$ cat config.mk
export PLATFORM = sky130hd
export DESIGN_NAME = rtc_bus_arbiter
export DESIGN_NICKNAME = d
export VERILOG_FILES = /design/src/rtl/rtc_bus_arbiter.sv
export SDC_FILE = /design/constraint.sdc
export NUM_CORES = 1
export LEC_CHECK = 0
export CAP_MARGIN = 10
export CORE_MARGIN = 3
export CORE_UTILIZATION = 44
export CTS_CLUSTER_DIAMETER = 50
export CTS_CLUSTER_SIZE = 30
export DETAILED_ROUTE_END_ITERATION = 8
export PLACE_DENSITY = 0.81
export SYNTH_ARGS = -nofsm -noshare
export SYNTH_HDL_FRONTEND = slang
export SYNTH_SLANG_ARGS = --single-unit
$ cat constraint.sdc
create_clock -name clk -period 3.5 [get_ports clk]
set_clock_uncertainty 0.1 [all_clocks]
set_input_delay 0.7 -clock clk [delete_from_list [all_inputs] [get_ports clk]]
set_output_delay 0.7 -clock clk [all_outputs]
set_load 0.05 [all_outputs]
$ cat src/rtl/rtc_bus_arbiter.sv
// Round-robin owner of the multiplexed RTC address/data bus: one full
// address+data strobe sequence per grant, T_PHASE cycles per bus phase.
module rtc_bus_arbiter #(
  parameter int T_PHASE = 9
) (
  input  logic        clk,
  input  logic        Reset,
  input  logic [2:0]  req,
  input  logic [2:0]  we,
  input  logic [23:0] addr_bus,
  input  logic [23:0] wdata_bus,
  output logic [2:0]  gnt,
  output logic [2:0]  done,
  output logic [7:0]  rdata,
  output logic        busy,
  output logic        ChipSelect,
  output logic        Read,
  output logic        Write,
  output logic        AoD,
  output logic [7:0]  ad_out,
  output logic        ad_oe,
  input  logic [7:0]  ad_in
);

  localparam int            CW       = (T_PHASE > 1) ? $clog2(T_PHASE) : 1;
  localparam logic [CW-1:0] CNT_LAST = CW'(T_PHASE - 1);

  // Encoding is sequential so the phase walk is a plain increment.
  localparam logic [2:0] S_IDLE  = 3'd0;
  localparam logic [2:0] S_A_SET = 3'd1;
  localparam logic [2:0] S_A_STB = 3'd2;
  localparam logic [2:0] S_A_HLD = 3'd3;
  localparam logic [2:0] S_D_SET = 3'd4;
  localparam logic [2:0] S_D_STB = 3'd5;
  localparam logic [2:0] S_D_HLD = 3'd6;
  localparam logic [2:0] S_RECOV = 3'd7;

  typedef struct packed {
    logic       we;
    logic [7:0] addr;
    logic [7:0] wdata;
  } txn_t;

  logic [2:0]    state;
  logic [CW-1:0] cnt;
  logic [1:0]    rr_ptr;
  logic [1:0]    owner;
  txn_t          txn;

  logic          win_vld;
  logic [1:0]    win;
  logic [2:0]    cand;
  logic          phase_end;

  // Search from rr_ptr upward; iterating backwards lets the nearest hit win.
  always_comb begin
    win_vld = 1'b0;
    win     = rr_ptr;
    cand    = '0;
    for (int i = 2; i >= 0; i--) begin
      cand = {1'b0, rr_ptr} + 3'(i);
      if (cand >= 3'd3) cand = cand - 3'd3;
      if (req[cand[1:0]]) begin
        win_vld = 1'b1;
        win     = cand[1:0];
      end
    end
  end

  assign phase_end = (cnt == CNT_LAST);

  always_ff @(posedge clk or negedge Reset) begin
    if (!Reset) begin
      state  <= S_IDLE;
      cnt    <= '0;
      rr_ptr <= '0;
      owner  <= '0;
      txn    <= '0;
      done   <= '0;
      rdata  <= '0;
    end else begin
      done <= '0;
      if (state == S_IDLE) begin
        cnt <= '0;
        if (win_vld) begin
          state      <= S_A_SET;
          owner      <= win;
          rr_ptr     <= (win == 2'd2) ? 2'd0 : win + 2'd1;
          txn.we     <= we[win];
          txn.addr   <= addr_bus[{win, 3'b000} +: 8];
          txn.wdata  <= wdata_bus[{win, 3'b000} +: 8];
        end
      end else if (phase_end) begin
        cnt <= '0;
        if (state == S_D_STB && !txn.we) rdata <= ad_in;
        if (state == S_RECOV) begin
          state <= S_IDLE;
          done  <= 3'b001 << owner;
        end else begin
          state <= state + 3'd1;
        end
      end else begin
        cnt <= cnt + CW'(1);
      end
    end
  end

  // Pin strobes decode straight from state so an async reset releases the bus at once.
  always_comb begin
    busy       = (state != S_IDLE);
    gnt        = busy ? (3'b001 << owner) : 3'b000;
    ChipSelect = 1'b1;
    Read       = 1'b1;
    Write      = 1'b1;
    AoD        = 1'b0;
    ad_oe      = 1'b0;
    ad_out     = '0;
    case (state)
      S_A_SET, S_A_HLD: begin
        ChipSelect = 1'b0;
        ad_oe      = 1'b1;
        ad_out     = txn.addr;
      end
      S_A_STB: begin
        ChipSelect = 1'b0;
        ad_oe      = 1'b1;
        ad_out     = txn.addr;
        Write      = 1'b0;
      end
      S_D_SET, S_D_HLD: begin
        ChipSelect = 1'b0;
        AoD        = 1'b1;
        ad_oe      = txn.we;
        ad_out     = txn.we ? txn.wdata : 8'h00;
      end
      S_D_STB: begin
        ChipSelect = 1'b0;
        AoD        = 1'b1;
        ad_oe      = txn.we;
        ad_out     = txn.we ? txn.wdata : 8'h00;
        Write      = !txn.we;
        Read       = txn.we;
      end
      default: ;
    endcase
  end

endmodule

==> results_dict.tcl <==
set metrics [dict create \
    tightest_slew_ns 0.858 \
    antennaDiodeCount 0 \
    port_buffers 91 \
    die_area_um2 6250 \
    hold_buffers 0 \
    drc 0 \
    drive_gt1_frac 0.163 \
    slowest_delay_ns 0.88 \
    post_drt_wl_per_cell_um 15.7 \
    grt_use_met1 0.248 \
    cp_max_fo 9 \
    vdd_ir_drop_max_mv 0.323 \
    cts_buffer_depth 2 \
    yosysUniqueCellTypes 45 \
    cp_top_family "buffers and inverters" \
    fmax_mhz 301 \
    grt_pass1_vias 2028 \
    synth_cells 215 \
    crit_type "reg -> out" \
    min_path_type "reg -> reg" \
    routed-via-count 1975 \
    drt-pass1-iter-count 4 \
    cellLeakagePower_uw 0.00147 \
    critPathCaptureType "primary output" \
    yosys.area.top_type "dfrtp_1" \
    synth.area.top_cells "dfrtp_1 42%, mux2i_1 8.1%, ha_1 5.9%, a22oi_2 4.8%, mux2_2 4.3%" \
    yosysWarningCount 0 \
    dpl-instance-area_um2 3260 \
    top_usage_layer "met2" \
    start_util 0.475 \
    hold_viol_final 0 \
    cp.required_ns 2.70 \
    rsz0062_at_grt "no" \
    period_minus_slack_ns 3.32 \
    cts_tree "yes" \
    die_w_um 79.1 \
    syn_area_per_cell_um2 10.9 \
    antenna_found_initial 0 \
    ios 92 \
    netlist_area_um2 2350 \
    cts_buffers 5 \
    grt_max_degree 40 \
    syn_to_final_growth_pct 44.2 \
    slew_violations 0 \
    use_met2 0.310 \
    crit_path_cell_trace "inv_1 -> ha_1 -> nor2b_1 -> buf_4 -> nor3b_1 -> clkdlybuf4s50_1" \
    die_y_um 79.1 \
    grt.met3_usage 0.0828 \
    status "complete, no violations" \
    slew_headroom 0.428 \
    postRouteAntennaNets 0 \
    dp_hpwl_um 4580 \
    period_share 0.948 \
    crit_slowest_cell "clkdlybuf4s50_1" \
    grt_pass1_wl_um 9660 \
    max_cap_violations 0 \
    grt_overflow 0 \
    post-cts-setup-buffer-count 0 \
    cp_data_arrival_time_ns 2.52 \
    post_cts_resize_count 1 \
    core_area_um2 4940 \
    start_kind "flop" \
    fin_nets 380 \
    design_area_um2 3390 \
    cts.sink_count 39 \
    routabilityCongestion 0.814 \
    insertion_delay_ns 0.29 \
    pre_cts_ws_ns 0.304 \
    fin_ws_ns 0.181 \
    critical_path_buf_inv_count 3 \
    cts-root-buf "clkbuf_8" \
    htreeDepth 2 \
    synthesis.nets 290 \
    vias_per_cell 5.29 \
    wirelength_um 5860 \
    synth_seq_cells 39 \
    num_rows 25 \
    drt_iter0_drc 81 \
    finalSetupViolations 0 \
    powerDensity_nw_per_um2 486 \
    clkTransAtPathRegs_ns 0.08 \
    setup_tns_ns 0 \
    grt_usage 0.194 \
    synth_top_cell_area_share 0.416 \
    ys_seq_area_frac 0.416 \
]
## final timing paths
check	startpoint	endpoint	slack [ns]	cells after the start
max in group asynchronous	Reset	owner[1]	2.34	1
hold / removal	cnt[0]	cnt[0]	0.40	1
setup / recovery	state[1]	gnt[1]	0.18	6
min in group asynchronous	Reset	rdata[6]	0.42	1
setup reg to reg	rr_ptr[1]	txn[16]	0.69	8
hold reg to reg	cnt[0]	cnt[0]	0.40	1
## kinds of logic (layout without fill, tap and decap cells)
group,count (synthesis),in the layout,synth area share
AND/OR/NAND/NOR,46,46,0.109
adder cells (fa/ha/maj),11,11,0.0586
XOR/XNOR,1,1,0.00373
AO/OA/AOI/OAI,67,67,0.221
multiplexers,29,29,0.134
flip-flops,39,39,0.416
buffers and inverters,22,113,0.0581
## metal layers
| layer | up-vias | part of all wire |
|---|---|---|
| li1 | 965 | - |
| met1 | 930 | 0.41 |
| met2 | 78 | 0.49 |
| met3 | 2 | 0.095 |
| met4 | 0 | 0.0032 |
| met5 | - | 0 |
## state kept, by name (all words and copies together), names as in the netlist
signal  flops
rdata       8
cnt         4
txn        17
rr_ptr      2
owner       2
state       3
done        3
## per-stage QoR
step	hold slack [ns]	utilization	total power (µW)	instances
3_3_place_gp	0.390	0.660	1260	365
3_5_place_dp	0.395	0.660	1270	365
6_report	0.399	0.685	1650	373
5_1_grt	0.419	0.685	1740	373
2_1_floorplan	0.304	-	1080	215
4_1_cts	0.409	0.685	1660	373
## report_power, final
part	leakage, µW	total [µW]	switching (µW)	internal [µW]
Combinational	0.000929	697	377	319
Clock	0.0000612	388	157	231
Sequential	0.000479	562	46.9	515
Total	0.00147	1650	581	1070
## layout make-up
cell class / instances / area [µm²]
fill: 388 / 1560
tap: 67 / 83.8
clock inverter: 2 / 35.0
inverter: 8 / 30.0
sequential: 39 / 976
timing repair buffer: 97 / 933
clock buffer: 6 / 82.6
multi-input combinational: 154 / 1250
## cells in the final DEF (no fill, tap or decap), types with 2 or more instances in the layout
cell	count
a21oi_1	5
nor2b_1	4
dfrtp_1	39
o21ai_1	11
and3b_1	2
o21ai_0	10
ha_1	11
mux2i_1	19
nor3_1	2
nor3b_1	4
buf_4	14
a22oi_2	9
nor2_1	10
mux2_2	9
nand2b_1	3
a211oi_1	2
clkbuf_8	6
and3_1	4
or2_2	2
inv_1	8
o31ai_1	2
clkdlybuf4s50_1	81
a22o_1	9
nand2_1	8
a22oi_1	8
a31oi_1	2
## synth_stat cells, drive strengths merged
library cell	number
a211oi	2
nor4bb	1
nand3b	1
ha	11
a21oi	5
and3	4
o21ai	21
or3	1
nand3	1
o22ai	2
a21o	1
or3b	1
clkbuf	2
a22oi	17
mux2	9
nand2b	3
o21bai	1
a311o	1
a22o	9
dfrtp	39
mux2i	20
and2	1
or2	3
nor3	2
nor3b	4
xnor2	1
o31ai	2
nor2b	4
a31oi	3
and3b	2
buf	12
nand2	8
inv	8
nor2	10
o21a	1
o41ai	1
a21bo	1
(Power assumes the default switching activity.)
